<file path="src/rtl/pipe_stage_skid_if.sv">
// Valid/ready beat channel carrying a control bus and a packed payload.
// The producer uses the master modport and the consumer uses the slave modport.
interface pipe_stage_skid_if #(
    parameter int CTRL_W = 36,
    parameter int DATA_W = 256
);
    logic              valid;
    logic              ready;
    logic [CTRL_W-1:0] ctrl;
    logic [DATA_W-1:0] data;

    modport master (output valid, output ctrl, output data, input ready);
    modport slave  (input valid, input ctrl, input data, output ready);
endinterface

</file>
<file path="src/rtl/pipe_stage_skid.sv">
// Pipeline stage register with a 2-entry skid buffer, registered in_ready,
// a flush that inserts a bubble, and a saturating stall-cycle counter.
module pipe_stage_skid #(
    parameter int CTRL_W = 36,
    parameter int DATA_W = 256,
    parameter int CNT_W  = 16
) (
    input  logic                 clk,
    input  logic                 rset,
    input  logic                 flush,
    pipe_stage_skid_if.slave     up,
    pipe_stage_skid_if.master    down,
    input  logic                 cnt_clr,
    output logic [CNT_W-1:0]     stall_cnt
);
    localparam logic [1:0] ST_EMPTY = 2'd0;
    localparam logic [1:0] ST_ONE   = 2'd1;
    localparam logic [1:0] ST_FULL  = 2'd2;
    localparam logic [CNT_W-1:0] CNT_MAX = '1;

    logic [1:0]        state_reg, state_next;
    logic [CTRL_W-1:0] main_ctrl_reg, main_ctrl_next;
    logic [DATA_W-1:0] main_data_reg, main_data_next;
    logic [CTRL_W-1:0] skid_ctrl_reg, skid_ctrl_next;
    logic [DATA_W-1:0] skid_data_reg, skid_data_next;
    logic              in_ready_reg;
    logic [CNT_W-1:0]  stall_cnt_reg, stall_cnt_next;

    logic out_valid;
    logic in_fire;
    logic out_fire;

    assign out_valid = (state_reg != ST_EMPTY);
    assign in_fire   = up.valid & in_ready_reg;
    assign out_fire  = out_valid & down.ready;

    always_comb begin
        state_next     = state_reg;
        main_ctrl_next = main_ctrl_reg;
        main_data_next = main_data_reg;
        skid_ctrl_next = skid_ctrl_reg;
        skid_data_next = skid_data_reg;
        if (flush) begin
            // Payload registers keep their contents so out_data holds its last value.
            state_next = ST_EMPTY;
        end else begin
            case (state_reg)
                ST_EMPTY: begin
                    if (in_fire) begin
                        main_ctrl_next = up.ctrl;
                        main_data_next = up.data;
                        state_next     = ST_ONE;
                    end
                end
                ST_ONE: begin
                    if (in_fire && out_fire) begin
                        main_ctrl_next = up.ctrl;
                        main_data_next = up.data;
                    end else if (in_fire) begin
                        skid_ctrl_next = up.ctrl;
                        skid_data_next = up.data;
                        state_next     = ST_FULL;
                    end else if (out_fire) begin
                        state_next = ST_EMPTY;
                    end
                end
                ST_FULL: begin
                    if (out_fire) begin
                        main_ctrl_next = skid_ctrl_reg;
                        main_data_next = skid_data_reg;
                        state_next     = ST_ONE;
                    end
                end
                default: state_next = ST_EMPTY;
            endcase
        end
    end

    always_comb begin
        stall_cnt_next = stall_cnt_reg;
        if (cnt_clr) begin
            stall_cnt_next = '0;
        end else if (out_valid && !down.ready && stall_cnt_reg != CNT_MAX) begin
            stall_cnt_next = stall_cnt_reg + CNT_W'(1);
        end
    end

    always_ff @(posedge clk or negedge rset) begin
        if (!rset) begin
            state_reg     <= ST_EMPTY;
            main_ctrl_reg <= '0;
            main_data_reg <= '0;
            skid_ctrl_reg <= '0;
            skid_data_reg <= '0;
            in_ready_reg  <= 1'b0;
            stall_cnt_reg <= '0;
        end else begin
            state_reg     <= state_next;
            main_ctrl_reg <= main_ctrl_next;
            main_data_reg <= main_data_next;
            skid_ctrl_reg <= skid_ctrl_next;
            skid_data_reg <= skid_data_next;
            // Ready is computed from the next state so no path runs from down.ready to up.ready.
            in_ready_reg  <= (state_next != ST_FULL);
            stall_cnt_reg <= stall_cnt_next;
        end
    end

    genvar gi;
    generate
        for (gi = 0; gi < CTRL_W; gi++) begin : g_ctrl_gate
            assign down.ctrl[gi] = main_ctrl_reg[gi] & out_valid;
        end
    endgenerate

    assign down.valid = out_valid;
    assign down.data  = main_data_reg;
    assign up.ready   = in_ready_reg;
    assign stall_cnt  = stall_cnt_reg;
endmodule

</file>
<file path="src/flat_wrapper.sv">
// flat-port wrapper written by rule: the top's interface ports become plain ports
module pipe_stage_skid_flat 
#(
    parameter int CTRL_W = 36,
    parameter int DATA_W = 256,
    parameter int CNT_W  = 16
)
  (clk, rset, flush, cnt_clr, stall_cnt, up_valid, up_ctrl, up_data, up_ready, down_valid, down_ctrl, down_data, down_ready);
  pipe_stage_skid_if #(.CTRL_W(CTRL_W), .DATA_W(DATA_W)) up_i ();
  pipe_stage_skid_if #(.CTRL_W(CTRL_W), .DATA_W(DATA_W)) down_i ();
  input  logic clk;
  input  logic rset;
  input  logic flush;
  input  logic cnt_clr;
  output logic [CNT_W-1:0] stall_cnt;
  input wire logic [$bits(up_i.valid)-1:0] up_valid;
  input wire logic [$bits(up_i.ctrl)-1:0] up_ctrl;
  input wire logic [$bits(up_i.data)-1:0] up_data;
  output wire logic [$bits(up_i.ready)-1:0] up_ready;
  output wire logic [$bits(down_i.valid)-1:0] down_valid;
  output wire logic [$bits(down_i.ctrl)-1:0] down_ctrl;
  output wire logic [$bits(down_i.data)-1:0] down_data;
  input wire logic [$bits(down_i.ready)-1:0] down_ready;
  assign up_i.valid = up_valid;
  assign up_i.ctrl = up_ctrl;
  assign up_i.data = up_data;
  assign up_ready = up_i.ready;
  assign down_valid = down_i.valid;
  assign down_ctrl = down_i.ctrl;
  assign down_data = down_i.data;
  assign down_i.ready = down_ready;
  pipe_stage_skid #(.CTRL_W(CTRL_W), .DATA_W(DATA_W), .CNT_W(CNT_W)) u_core (.clk(clk), .rset(rset), .flush(flush), .up(up_i), .down(down_i), .cnt_clr(cnt_clr), .stall_cnt(stall_cnt));
endmodule
</file>
<file path="config.mk">
export PLATFORM = sky130hd
export DESIGN_NAME = pipe_stage_skid_flat
export DESIGN_NICKNAME = d
export VERILOG_FILES = /design/src/rtl/pipe_stage_skid_if.sv /design/src/rtl/pipe_stage_skid.sv /design/src/flat_wrapper.sv
export SDC_FILE = /design/constraint.sdc
export NUM_CORES = 1
export LEC_CHECK = 0
export BUFFER_PORTS_ARGS = -buffer_cell sky130_fd_sc_hd__buf_2
export CORE_MARGIN = 1.5
export CORE_UTILIZATION = 49
export CTS_CLUSTER_SIZE = 30
export DETAILED_ROUTE_END_ITERATION = 8
export PLACE_DENSITY = 0.76
export SLEW_MARGIN = 5
export SYNTH_ARGS = -nofsm -noshare
export SYNTH_HDL_FRONTEND = slang
export SYNTH_SLANG_ARGS = --single-unit
</file>
<file path="constraint.sdc">
create_clock -name clk -period 1.8 [get_ports clk]
set_clock_uncertainty 0.2 [all_clocks]
set_input_delay 0 -clock clk [delete_from_list [all_inputs] [get_ports clk]]
set_output_delay 0 -clock clk [all_outputs]
set_load 0.02 [all_outputs]
</file>
Word-level counts from Yosys, hierarchy flattened. Cells that the tools add are included. W data, S select, Z words.

Bitwise logic cells: 40. Muxes and demuxes: 17. Add/sub/neg operators: 1. Reductions and logical operators: 10. Equality and inequality tests: 7.

Operator list (number): $mux W256 (3); $pmux W256 S3 (1); $mux W36 (3); $pmux W36 S3 (1); $and A1 B1 Y1 (38); $mux W16 (2); $add A16 B1 Y16 const B (1); $ne A16 B16 Y1 const B (1); $mux W2 (6); $ne A2 B1 Y1 const B (3); $pmux W2 S3 (1); $reduce_and A5 Y1 (1); $reduce_and A4 Y1 (1); $reduce_bool A2 Y1 (2); $logic_and A1 B1 Y1 (3); $reduce_bool A3 Y1 (1); $eq A2 B1 Y1 const B (1); $eq A2 B2 Y1 const B (1); $logic_not A2 Y1 (1); $ne A2 B2 Y1 const B (1); $not A1 Y1 (2); $logic_not A1 Y1 (1).

Output and inout bits: 310. Input bits: 298. Register bits: 603.

Longest topological paths before layout.
Depth in word-level cells: 8. Depth in mapped cells: 6. Depth with buffers taken out: 5.

Worst setup path before layout. No wires, ideal clock.

Kind: reg2reg. Start point: reg u_core.stall_cnt_reg[3] (netlist: u_core.stall_cnt[3]). End point: reg u_core.stall_cnt_reg[6] (netlist: u_core.stall_cnt[6]). Arrival time: 1672 ps. Clock period less this slack: 1997 ps. Library setup time: 125 ps. Cell stages (with the launch flop): 5. Path buffers: 0. Setup slack: -197 ps. Cells stage by stage: dfrtp_1 > and4_4 > and2_4 > a2111oi_0 > mux2_2.

Longest elaborated chain between the ends: 3. Elaborated cells between the ends (all ways): 6. Those cells by class: add/sub: 1; eq/ne: 1; mux: 2; reduce/logical: 2.

RTL lines: from (decl) (RTL line pipe_stage_skid.sv:27) `logic [CNT_W-1:0] stall_cnt_reg, stall_cnt_next;`; from (signal assigned) (RTL line pipe_stage_skid.sv:105) `stall_cnt_reg <= stall_cnt_next;`; $add A16 B1 Y16 / $ne A16 B16 Y1 (equally long branches) (RTL line pipe_stage_skid.sv:84, pipe_stage_skid.sv:83); $mux W16 / $logic_and A1 B1 Y1 (equally long branches) (RTL line pipe_stage_skid.sv:83) `end else if (out_valid && !down.ready && stall_cnt_reg != CNT_MAX) begin`; $mux W16 / $reduce_bool A2 Y1 (equally long branches).

Parallel ways exist; a longest one is shown, timed or not. The select of a mux whose other input is x is not followed. A chain may end at the register's enable or synchronous reset.

Final worst setup path.
Start point: reg u_core.state_reg[0]. End point: out down_ctrl[28].

Longest elaborated chain between the ends: 2.

RTL lines: from (decl) (RTL line pipe_stage_skid.sv:21) `logic [1:0] state_reg, state_next;`; from (signal assigned) (RTL line pipe_stage_skid.sv:98) `state_reg <= state_next;`; $reduce_bool A2 Y1 (RTL line pipe_stage_skid.sv:33) `assign out_valid = (state_reg != ST_EMPTY);`; $and A1 B1 Y1 (RTL line pipe_stage_skid.sv:112) `assign down.ctrl[gi] = main_ctrl_reg[gi] & out_valid;`; to (decl) (RTL line flat_wrapper.sv:21) `output wire logic [$bits(down_i.ctrl)-1:0] down_ctrl;`.

Every way passes these cells.

==> impl_metrics.yaml <==
worst_setup_path:
  slowest_stage: "sky130_fd_sc_hd__dfrtp_1"
  worst_path_largest_cell_delay_ps: 410
  timing.setup.critical_path_class: "reg2out"
  critPathArrivalTime_ps: 1980
  cp_top_family: "buffers and inverters"
  crit-reg2reg-launch: "u_core.state_reg[0]$_DFF_PN0_"
  path_cells: "buf_6, nor2_4, buf_12, buf_12, clkbuf_16, nor2b_1, buf_4"
  critPathRequiredTime_ps: 1600
  endpoint_kind: "output port"
  cp-startpoint: "u_core.state_reg[0]$_DFF_PN0_"
  path_buf_inv: 5
  crit_fanout: 4
  critPathMostFrequentCell: "sky130_fd_sc_hd__buf_12"
  critical_path.startpoint_type: "flip-flop"
synth:
  yosysWarnings: 0
  synth.ff_latch_count: 603
  yosys.area.top_type_share: 0.566
  syn_nets: 2014
  synth.area.top_cells: "sky130_fd_sc_hd__dfrtp_1, sky130_fd_sc_hd__mux2_2, sky130_fd_sc_hd__mux2_1"
  avgSynthCellArea_um2: 15.5
  synth-seq-area-share: 0.566
  yosysUniqueCellTypes: 42
  synthArstFlopShare: 1.00
  synth_top_area_cell: "sky130_fd_sc_hd__dfrtp_1"
  synth_enable_flop_cells: 0
  synth_cells: 1715
  post_synth_instance_area_um2: 26700
  synth_top_flop_cell: "sky130_fd_sc_hd__dfrtp_1"
floorplanning:
  die_area_um2: 55800
  initial_core_utilization: 0.495
  core_um2: 53800
  placementRows: 85
  boundaryPins: 608
  floorplan.die.width_um: 236
  die_h_um: 236
routing:
  ant_nets: 0
  met3RoutedLength_um: 6310
  drt_iter0_markers: 1224
  topRoutingLayerUsed: "met5"
  routed_wl_um: 98200
  routedLengthMet1_um: 35400
  drt-pass1-iter-count: 7
  met2_length_um: 50000
  drcViolationCount: 0
  routed-via-count: 21200
  wire_per_inst_um: 26.1
  drt-vias-per-instance: 5.64
clock_tree:
  clk_latency_ps: 610
  depth_of_the_cts_h_tree: 2
  clk_root_buffer_cell: "sky130_fd_sc_hd__clkbuf_16"
  clock_pin_slew_reported_for_the_worst_setup_and_hold_paths_after_clock_tree_synthesis_ps: 60
  cts.path.max_buffers: 3
  clkSinkCount: 603
  cts_buffers: 61
  clock_tree_from_tritoncts: "yes"
placed_design:
  hpwl_after_detailed_placement_um: 48400
  gpl.final_weighted_congestion: 0.812
  dp_worst_setup_slack_ps: -253
  placed_area_um2: 32300
  portBuffers: 607
power:
  p_leak_nw: 20.4
  vdd_ir_drop_max_v: 0.00109
  pwr_density_cell_nw_per_um2: 1090
  total_power_w: 0.0453
timing:
  clock.fmax_mhz: 459
  worst_slew_pin_slew_ps: 824
  setup_slack_ps: -381
  final-hold-violation-count: 0
  final.period_utilization: 1.21
  maxSlewViolCount: 0
  slew_margin_rel: 0.449
  period_minus_slack_ps: 2180
  fin_hold_ws_ps: 20.6
  rsz_0062_raised_after_global_routing: "yes"
  setup_violations: 635
finish:
  most_used_cells_in_the_layout_excluding_fill_and_tap_cells: "sky130_fd_sc_hd__dfrtp_1, sky130_fd_sc_hd__mux2_2, sky130_fd_sc_hd__buf_2"
  multi_input_gate_area_um2: 12100
  post-route-cell-area_um2: 41600
  layout-area-overhead-vs-synth_pct: 56.0
  final_nets: 3307
  final_common_cell: "sky130_fd_sc_hd__dfrtp_1"
  final_layout_size_suffix_gt1_frac: 0.592
  n_fill_cell: 2631
  regArea_um2: 15100
  finalCoreUtilization: 0.773
grt:
  number_of_antenna_violations_at_the_first_check_in_global_routing: 10
  grt_first_pass_wirelength_um: 143000
  global_route.usage.total: 0.332
  grt_max_degree: 99
  first_global_vias: 23900
  grt_overflow_total: 0
status:
  violations: "setup timing"
  outcome: "finished, violations left"
run:
  max_cap_viol_count: 0
worst_hold_path:
  worst_hold_path_type: "in2reg"
  worst_hold_startpoint: "up_data[207]"
-- cell families after synthesis --
| group | after synthesis | share of synthesized area |
|---|---|---|
| AND/OR/NAND/NOR | 97 | 0.0217 |
| XOR/XNOR | 1 | 0.000329 |
| AO/OA/AOI/OAI | 20 | 0.00516 |
| flip-flops | 603 | 0.566 |
| buffers and inverters | 106 | 0.0318 |
| multiplexers | 887 | 0.375 |
| adder cells (fa/ha/maj) | 1 | 0.000469 |
-- where the power goes --
group / internal [W] / total, W / switching (W) / leakage, nW
logic: 0.00607 / 0.0117 / 0.00561 / 12.0
registers: 0.0170 / 0.0195 / 0.00243 / 7.28
clock network: 0.00842 / 0.0142 / 0.00574 / 1.10
total: 0.0315 / 0.0453 / 0.0138 / 20.4
-- synthesized netlist by cell type (2+ instances only) --
cell                        instances
sky130_fd_sc_hd__nor2b_1           45
sky130_fd_sc_hd__nor2_1            14
sky130_fd_sc_hd__and3b_1            2
sky130_fd_sc_hd__clkbuf_1           6
sky130_fd_sc_hd__nand2_1            5
sky130_fd_sc_hd__mux2_2           603
sky130_fd_sc_hd__nor3_1             4
sky130_fd_sc_hd__buf_6             30
sky130_fd_sc_hd__a31oi_1            2
sky130_fd_sc_hd__a2111oi_0          2
sky130_fd_sc_hd__nand3_1            5
sky130_fd_sc_hd__nor4_1             2
sky130_fd_sc_hd__buf_2             11
sky130_fd_sc_hd__a21oi_1            7
sky130_fd_sc_hd__o21ai_0            2
sky130_fd_sc_hd__or4_1              2
sky130_fd_sc_hd__mux2i_1            2
sky130_fd_sc_hd__dfrtp_1          603
sky130_fd_sc_hd__or3_1              2
sky130_fd_sc_hd__mux2_1           282
sky130_fd_sc_hd__inv_1              3
sky130_fd_sc_hd__buf_4             56
sky130_fd_sc_hd__nand2b_1           3
sky130_fd_sc_hd__nand4_1            3
sky130_fd_sc_hd__and3_1             2
-- tightest hold or removal path: cells and delay by family --
kind     cells  cell delay, ps
mux          1             140
buf+inv      2             650
-- layout make-up --
type	instances	area share
sequential	603	0.363
multi-input combinational	1006	0.290
timing repair buffer	1333	0.271
clock buffer	84	0.0434
tap	696	0.0209
clock inverter	28	0.00987
antenna	11	0.000662
inverter	3	0.000331
-- stage by stage --
step,setup TNS [ps],std cells
detailed placement,-97350,3032
finish,-159830,3764
global route,-205310,3763
global placement,-86220,3032
CTS,-148910,3729
floorplan,-8660,1715
-- final timing paths --
path                                                          to  slack, ps  cells past startpoint
max                                                down_ctrl[28]       -380                      7
min in group asynchronous  u_core.skid_data_reg[226]$_DFFE_PN0P_        480                      3
min                        u_core.skid_data_reg[207]$_DFFE_PN0P_         20                      3
max reg2reg                     u_core.down.data[10]$_DFFE_PN0P_       -370                      7
max in group asynchronous      u_core.down.data[227]$_DFFE_PN0P_        150                      4
min reg2reg                    u_core.down.data[130]$_DFFE_PN0P_        300                      1
-- repair_timing --
action / in CTS / in global routing
gates cloned: 12 / 5
gates resized for setup: 109 / 80
pin swaps: 1 / 2
hold buffers: 562 / 0
buffers inserted: 11 / 20
setup endpoints to repair: 632 / 638
hold endpoints to repair: 1206 / 0
-- metal layers --
metal,GRT usage,vias up
met4,0.184,2
met1,0.374,10900
met3,0.0665,429
met2,0.589,1136
li1,-,8755
met5,0,-
Note: power is estimated with default switching activity, not from simulation.
